### src/rtl/mux_rr_sched.sv
// mux_rr_sched
//   Round-robin scheduler driving the SEL/EN inputs of a 4:1 x 8-bit output mux.
//   Arbitrates four level-sensitive request lines. A winner holds the grant for
//   at most BURST consecutive cycles, or less if it drops its request. When a
//   grant ends and any request is pending, the next winner takes over on the
//   same edge, so there is no idle bubble. All outputs are registered.
//
// Parameters
//   BURST  maximum consecutive grant cycles per winner (1..255)
//
// Ports
//   CLK  in   1  system clock, rising edge
//   RST  in   1  asynchronous active-high reset
//   REQ  in   4  per-channel request, bit i belongs to mux input INi
//   SEL  out  2  registered mux select, index of the granted channel
//   EN   out  1  registered mux enable, high while a grant is active
//   GNT  out  4  registered one-hot grant, (EN ? 1<<SEL : 0)

module mux_rr_sched #(
    parameter int BURST = 4
) (
    input  logic       CLK,
    input  logic       RST,
    input  logic [3:0] REQ,
    output logic [1:0] SEL,
    output logic       EN,
    output logic [3:0] GNT
);

    typedef enum logic {
        IDLE,
        GRANT
    } state_t;

    localparam logic [7:0] CNT_LOAD = 8'(BURST - 1);

    state_t     state_q, state_d;
    logic [7:0] cnt_q,   cnt_d;
    logic [1:0] last_q,  last_d;
    logic [1:0] sel_q,   sel_d;
    logic       en_q,    en_d;
    logic [3:0] gnt_q,   gnt_d;

    logic [1:0] arb_ptr;
    logic [1:0] win;
    logic       load;

    // First requester in the order ptr+1, ptr+2, ptr+3, ptr (mod 4).
    // The scan runs from lowest to highest priority so the last hit wins.
    function automatic logic [1:0] rr_pick(input logic [1:0] ptr,
                                           input logic [3:0] req);
        logic [1:0] w;
        logic [1:0] idx;
        w = ptr;
        for (int unsigned k = 4; k >= 1; k--) begin
            idx = ptr + 2'(k);
            if (req[idx]) begin
                w = idx;
            end
        end
        return w;
    endfunction

    // In GRANT the holder is the most recent winner, so the order restarts at SEL.
    assign arb_ptr = (state_q == GRANT) ? sel_q : last_q;
    assign win     = rr_pick(arb_ptr, REQ);

    always_comb begin
        state_d = state_q;
        cnt_d   = cnt_q;
        last_d  = last_q;
        sel_d   = sel_q;
        en_d    = en_q;
        gnt_d   = gnt_q;
        load    = 1'b0;

        case (state_q)
            IDLE: begin
                if (|REQ) begin
                    load = 1'b1;
                end else begin
                    en_d  = 1'b0;
                    gnt_d = '0;
                end
            end
            GRANT: begin
                // Release is tested before the decrement, so CNT never wraps.
                if (cnt_q == 8'd0 || !REQ[sel_q]) begin
                    if (|REQ) begin
                        load = 1'b1;
                    end else begin
                        state_d = IDLE;
                        en_d    = 1'b0;
                        gnt_d   = '0;
                    end
                end else begin
                    cnt_d = cnt_q - 8'd1;
                end
            end
            default: begin
                state_d = IDLE;
            end
        endcase

        if (load) begin
            state_d = GRANT;
            sel_d   = win;
            last_d  = win;
            en_d    = 1'b1;
            gnt_d   = 4'b0001 << win;
            cnt_d   = CNT_LOAD;
        end
    end

    always_ff @(posedge CLK or posedge RST) begin
        if (RST) begin
            state_q <= IDLE;
            cnt_q   <= '0;
            last_q  <= 2'd3;
            sel_q   <= '0;
            en_q    <= 1'b0;
            gnt_q   <= '0;
        end else begin
            state_q <= state_d;
            cnt_q   <= cnt_d;
            last_q  <= last_d;
            sel_q   <= sel_d;
            en_q    <= en_d;
            gnt_q   <= gnt_d;
        end
    end

    assign SEL = sel_q;
    assign EN  = en_q;
    assign GNT = gnt_q;

endmodule
### config.mk
export PLATFORM = sky130hd
export DESIGN_NAME = mux_rr_sched
export DESIGN_NICKNAME = d
export VERILOG_FILES = /design/src/rtl/mux_rr_sched.sv
export SDC_FILE = /design/constraint.sdc
export NUM_CORES = 1
export LEC_CHECK = 0
export ABC_AREA = 1
export CELL_PAD_IN_SITES_DETAIL_PLACEMENT = 1
export CELL_PAD_IN_SITES_GLOBAL_PLACEMENT = 2
export CORE_MARGIN = 5
export CORE_UTILIZATION = 32
export DETAILED_ROUTE_END_ITERATION = 10
export PLACE_DENSITY = 0.88
export SYNTH_ARGS = -nofsm -noshare
export SYNTH_HDL_FRONTEND = slang
export SYNTH_SLANG_ARGS = --single-unit
### constraint.sdc
create_clock -name CLK -period 4 [get_ports CLK]
set_input_delay 0.8 -clock CLK [delete_from_list [all_inputs] [get_ports CLK]]
set_output_delay 0.8 -clock CLK [all_outputs]
set_load 0.05 [all_outputs]
==> results by group, run 1 <==
Outcome
  – Outcome: finished, final reports clean

Place
  – Input/output buffers: 12
  – DP Wirelength: 2240 µm
  – GPL Wtd Cong: 0.845
  – Setup WS pre-CTS: 1.28 ns

Critical path
  – Setup crit end kind: flip-flop
  – Flop2flop setup slack: 2.03 ns
  – Worst setup endpoint: SEL[1]
  – Crit start category: input port
  – Reg2reg end: GNT[0]
  – Critical Path Source: REQ[2]
  – Worst Path Max Fanout: 9
  – R2R depth: 10
  – Worst EP required: 4.18 ns
  – CP Class: input port to flip-flop
  – Crit path DAT: 2.58 ns
  – FF-to-FF Start: cnt_q[0]

CTS
  – CTS tree: yes
  – Post-CTS setup buffer count: 0
  – Root Buffer: clkbuf_4
  – CTS resizes: 0
  – Clock Tree Buf Depth: 2
  – Post-CTS Hold Fix Bufs: 0
  – Clock Sinks: 18
  – Worst-Skew Late Latency: 0.29 ns
  – CTS H-tree depth: 1
  – Clock transition at the registers of the reported paths: 0.11 ns
  – CTS buffer count: 3

STA
  – Fin Setup TNS: 0 ns
  – RSZ-0062 raised after global routing: false
  – PnR worst setup slack: 1.60 ns
  – Final setup fails: 0
  – Hold Fails Final Rpt: 0
  – Fin crit period: 2.40 ns
  – Fmax: 417 MHz
  – Fin crit share: 0.600
  – Worst slew margin: 0.536
  – Worst-Margin Slew: 0.695 ns
  – Clock skew: 0.00136 ns
  – Final Max Slew Viols: 0

Die
  – Core area: 0.00331 mm²
  – Site Rows: 21
  – Initial core utilization: 0.328
  – Io pins: 13
  – Die outline height: 68.3 µm
  – Horiz. Die Dim: 68.3 µm
  – Die area: 0.00466 mm²

Detailed routing
  – Vias: 1052
  – Final ANT Viol Nets: 0
  – DRC viols: 0
  – Post-DR wirelength/cell: 12.5 µm
  – WL final: 2730 µm
  – Drt initial violations: 35
  – Detailed Routing Iterations Pass 1: 2
  – Vias per cell: 4.80

Logic synthesis
  – Synthesized Nets: 164
  – Synth Instances: 157
  – #FFs+latches synth: 18
  – Distinct cells, synth: 22
  – EDFF count, synth: 0
  – Avg Synthesized Cell Area: 6.92 µm²
  – Yosys top cell by area: dfrtp_1
  – Mapped Area: 0.00109 mm²
  – Synth warnings: 0
  – Area contributors post-synth: dfrtp_1, nand2_1, inv_1
  – Synth top area share: 0.369
  – Primary FF master, synth: dfrtp_1
  – Synth async-reset ratio: 1.00
  – Seq/Total Area, Yosys: 0.417

GRT
  – First-pass GRT wire length: 4800 µm
  – Vias in the first global route: 1120
  – Initial antenna violation count: 0
  – Gr usage total: 0.136
  – Total congestion overflow: 0
  – Largest net degree at the start of global routing: 19

Flow run
  – Max Cap Viol: 0

Cells and area
  – Commonest non-fill, non-tap cell in the layout: nand2_1
  – Final Util: 0.393
  – Layout cell share with drive strength beyond 1: 0.0983
  – Most frequent cells in the layout: nand2_1, inv_1, dfrtp_1, clkdlybuf4s50_1, o21ai_0
  – N_diodes: 0
  – Final nets: 181
  – Layout area overhead: 19.7%

Pwr
  – P_leak: 0.000672 µW
  – Worst IR drop on VDD: 0.268 mV
  – PwrDens: 862 mW/mm²

Hold path
  – Worst Hold Class: flip-flop to flip-flop
## worst min path at each step
stage,to,from,cells after the start,slack [ns]
after CTS,cnt_q[7],cnt_q[7],1,0.48
after floorplan,cnt_q[7],cnt_q[7],1,0.44
after detailed placement,cnt_q[7],cnt_q[7],1,0.47
after global routing,cnt_q[7],cnt_q[7],1,0.50
after global placement,cnt_q[7],cnt_q[7],1,0.47
final,cnt_q[7],cnt_q[7],1,0.49
## state kept, by name, summed over array words and instances (netlist names)
signal   flops
GNT          4
SEL          2
state_q      1
EN           1
last_q       2
cnt_q        8
## cells by family after synthesis
kind of cell / after synthesis / synth area share
buffers and inverters: 25 / 0.0864
xor gates and xnor gates: 1 / 0.00807
and+or+nand+nor: 91 / 0.370
DFF: 18 / 0.417
adders and majority gates: 1 / 0.0115
AOI/OAI and AO/OA: 21 / 0.107
## final cells by class
class / count / area, µm²
clock buffers: 4 / 36.3
fillers: 447 / 2010
inverters: 25 / 93.8
multi-input cells: 114 / 539
flip-flops and latches: 18 / 453
well taps: 46 / 57.6
repair buffers: 12 / 120
## cells in the mapped netlist, types with 2 or more instances
master,n
nand2_2,5
a21oi_1,4
nand4_1,2
o21ai_0,11
nand3_2,2
inv_1,23
dfrtp_1,16
dfstp_2,2
inv_2,2
nand2_1,63
nor2_1,7
nor4_1,2
o21ai_1,2
o21bai_1,2
nand3_1,7
## routing by layer
layer | GRT usage | routed length, µm
met3 | 0.0148 | 52
met1 | 0.156 | 1190
met4 | 0.0670 | 91
met5 | 0 | 0
met2 | 0.247 | 1400
## power by group
group	switching (µW)	internal (µW)
Sequential	56.9	265
Combinational	468	217
Clock	58.4	55.5
## worst max-delay path: stages
cell and delay [ns]:
clkdlybuf4s50_1 0.48, nor4_1 0.60, inv_1 0.21, nand2_2 0.21, inv_2 0.12, nand2_1 0.09
o21ai_0 0.08
## metrics by stage
stage	cells	hold slack (ns)	instance area [µm²]	power, µW
finish	219	0.487	1300	1120
floorplan	157	0.441	1090	827
global placement	215	0.466	1260	1000
CTS	219	0.485	1300	1140
detailed placement	215	0.467	1260	1020
global route	219	0.499	1300	1240
Note: power is estimated with default switching activity, not from simulation.
==> run 2, diff against run 1 <==
Settings changed: CORE_UTILIZATION 32 to 30, PLACE_DENSITY 0.88 to 0.84.
Clock period 4 ns to 2.4 ns, I/O delays scaled along.
==> run 2 against run 1 <==
Against the previous run: combinational power grew 71%; cell area grew 0.38%; cell count grew 0.91%; sequential power grew 66%; register-to-register slack lost 1.6 ns; clock power grew 37%; clock-buffer cell count is the same; critical path type is now flip-flop to output port; critical endpoint is now SEL[0]; largest power group unchanged.
==> results by group, run 2 (synthesized netlist as in run 1, its figures left out) <==
Outcome
  – Outcome: finished, final reports clean

Flow run
  – Max Cap Viol: 0 (unchanged)

Cells and area
  – Area taken by multi-input logic gates: 539 µm² (unchanged)
  – Most flops, register: cnt_q
  – Design area: 0.00131 mm² (+0.38%)
  – Layout cell share with drive strength beyond 1: 0.103 (+0.00459)
  – Largest register FFs: 8 (unchanged)
  – Seq. cell area: 453 µm² (unchanged)
  – Most frequent cells in the layout: nand2_1, inv_1, dfrtp_1, clkdlybuf4s50_1, o21ai_0
  – Commonest non-fill, non-tap cell in the layout: nand2_1
  – Final nets: 183 (+1.1%)
  – N_diodes: 0 (unchanged)
  – Layout area overhead: 20.2%
  – Filler cell count: 451 (+0.89%)

Die
  – Horiz. Die Dim: 70.2 µm (+2.8%)
  – Io pins: 13 (unchanged)
  – Initial core utilization: 0.318 (-0.0101)
  – Die area: 0.00492 mm² (+5.7%)
  – Site Rows: 21 (unchanged)
  – Core area: 0.00342 mm² (+3.2%)
  – Die outline height: 70.2 µm (+2.8%)

Detailed routing
  – Drt initial violations: 27 (-23%)
  – Detailed Routing Iterations Pass 1: 4 (+2)
  – Vias per cell: 4.69 (-2.3%)
  – DRC viols: 0 (unchanged)
  – WL final: 2700 µm (-1.1%)
  – Final ANT Viol Nets: 0 (unchanged)
  – Post-DR wirelength/cell: 12.2 µm (-2.0%)
  – Vias: 1037 (-1.4%)

STA
  – Final Max Slew Viols: 0 (unchanged)
  – Final setup fails: 0 (unchanged)
  – Fmax: 492 MHz
  – Fin Setup TNS: 0 ns (unchanged)
  – Fin crit share: 0.847
  – Clock skew: 0.0129 ns (+0.0115 ns)
  – RSZ-0062 raised after global routing: false
  – Hold Fails Final Rpt: 0 (unchanged)
  – Worst slew margin: 0.536 (-0.000590)
  – Fin crit period: 2.03 ns
  – Worst-Margin Slew: 0.696 ns (+0.000885 ns)

Critical path
  – FF-to-FF Start: cnt_q[0]
  – Worst path cell trace: clkdlybuf4s50_1
  – Critical path's slowest cell: clkdlybuf4s50_1
  – Setup crit end kind: output port
  – Slowest stage delay, CP: 0.83 ns (+0.23 ns)
  – Worst EP required: 1.92 ns (-2.26 ns)
  – Critical Path Source: SEL[0]
  – Worst Path Max Fanout: 5 (-4)
  – Crit start category: flip-flop
  – WP buf/inv: 1 (-2)
  – Crit path DAT: 1.55 ns (-1.03 ns)
  – CP delay by family, top: buffers and inverters
  – CP Class: flip-flop to output port

CTS
  – Clock Sinks: 18 (unchanged)
  – Root Buffer: clkbuf_4
  – CTS resizes: 0 (unchanged)
  – Post-CTS setup buffer count: 0 (unchanged)
  – Post-CTS Hold Fix Bufs: 0 (unchanged)
  – Clock transition at the registers of the reported paths: 0.09 ns (-0.02 ns)
  – CTS buffer count: 3 (unchanged)
  – Clock Tree Buf Depth: 2 (unchanged)
  – CTS tree: yes
  – CTS H-tree depth: 1 (unchanged)
  – Worst-Skew Late Latency: 0.30 ns (about the same)

Hold path
  – Worst Hold Class: flip-flop to flip-flop
  – Worst Min Path Start: cnt_q[7]

GRT
  – Total congestion overflow: 0 (unchanged)
  – First-pass GRT wire length: 4900 µm (+2.0%)
  – Vias in the first global route: 1154 (+3.0%)
  – Gr usage total: 0.122 (-0.0136)
  – Initial antenna violation count: 0 (unchanged)
  – Largest net degree at the start of global routing: 19 (unchanged)

Pwr
  – Power, Total: 1860 µW (+66%)
  – P_leak: 0.000676 µW (+0.61%)
  – PwrDens: 1420 mW/mm² (+65%)
  – Worst IR drop on VDD: 0.446 mV (+67%)

Place
  – GPL Wtd Cong: 0.776 (-8.2%)
  – DP Wirelength: 2190 µm (-2.0%)
  – Cell Area, Placed: 0.00128 mm² (+1.2%)
  – Input/output buffers: 12 (unchanged)
-- run 2: per-layer routing --
layer / wire length (µm) / vias to the layer above / part of all wire / track usage
met5: 0 / - / 0 / 0
li1: - / 528 / - / -
met1: 1160 / 497 / 0.43 / 0.126
met3: 64 / 4 / 0.024 / 0.0187
met4: 33 / 0 / 0.012 / 0.0383
met2: 1440 / 8 / 0.53 / 0.246
-- run 2: through the flow --
step | util | worst slack (ns) | std cells | hold WS, ns
after floorplan | - | 0.646 | 157 | 0.417
after global placement | 0.374 | 0.212 | 217 | 0.463
after detailed placement | 0.374 | 0.213 | 217 | 0.473
after CTS | 0.382 | 0.350 | 221 | 0.494
after global routing | 0.382 | 0.163 | 221 | 0.514
final | 0.382 | 0.368 | 221 | 0.490
-- run 2: cell type report --
type | count | area share
Multi-Input combinational cell | 114 | 0.413
Sequential cell | 18 | 0.347
Timing Repair Buffer | 14 | 0.104
Inverter | 25 | 0.0719
Tap cell | 46 | 0.0441
Clock buffer | 4 | 0.0201
-- run 2: where the power goes --
part           total (µW)  switching (µW)  internal (µW)
Sequential            533            91.8            441
Combinational        1170             789            378
Clock                 156            91.7           64.6
-- run 2: final timing paths --
path,endpoint,slack [ns],cells after the start
max,SEL[0],0.37,1
min,cnt_q[7],0.49,1
max reg2reg,GNT[2],0.44,10
min reg2reg,cnt_q[7],0.49,1
max in group asynchronous,cnt_q[1],1.37,2
min in group asynchronous,cnt_q[4],0.58,2
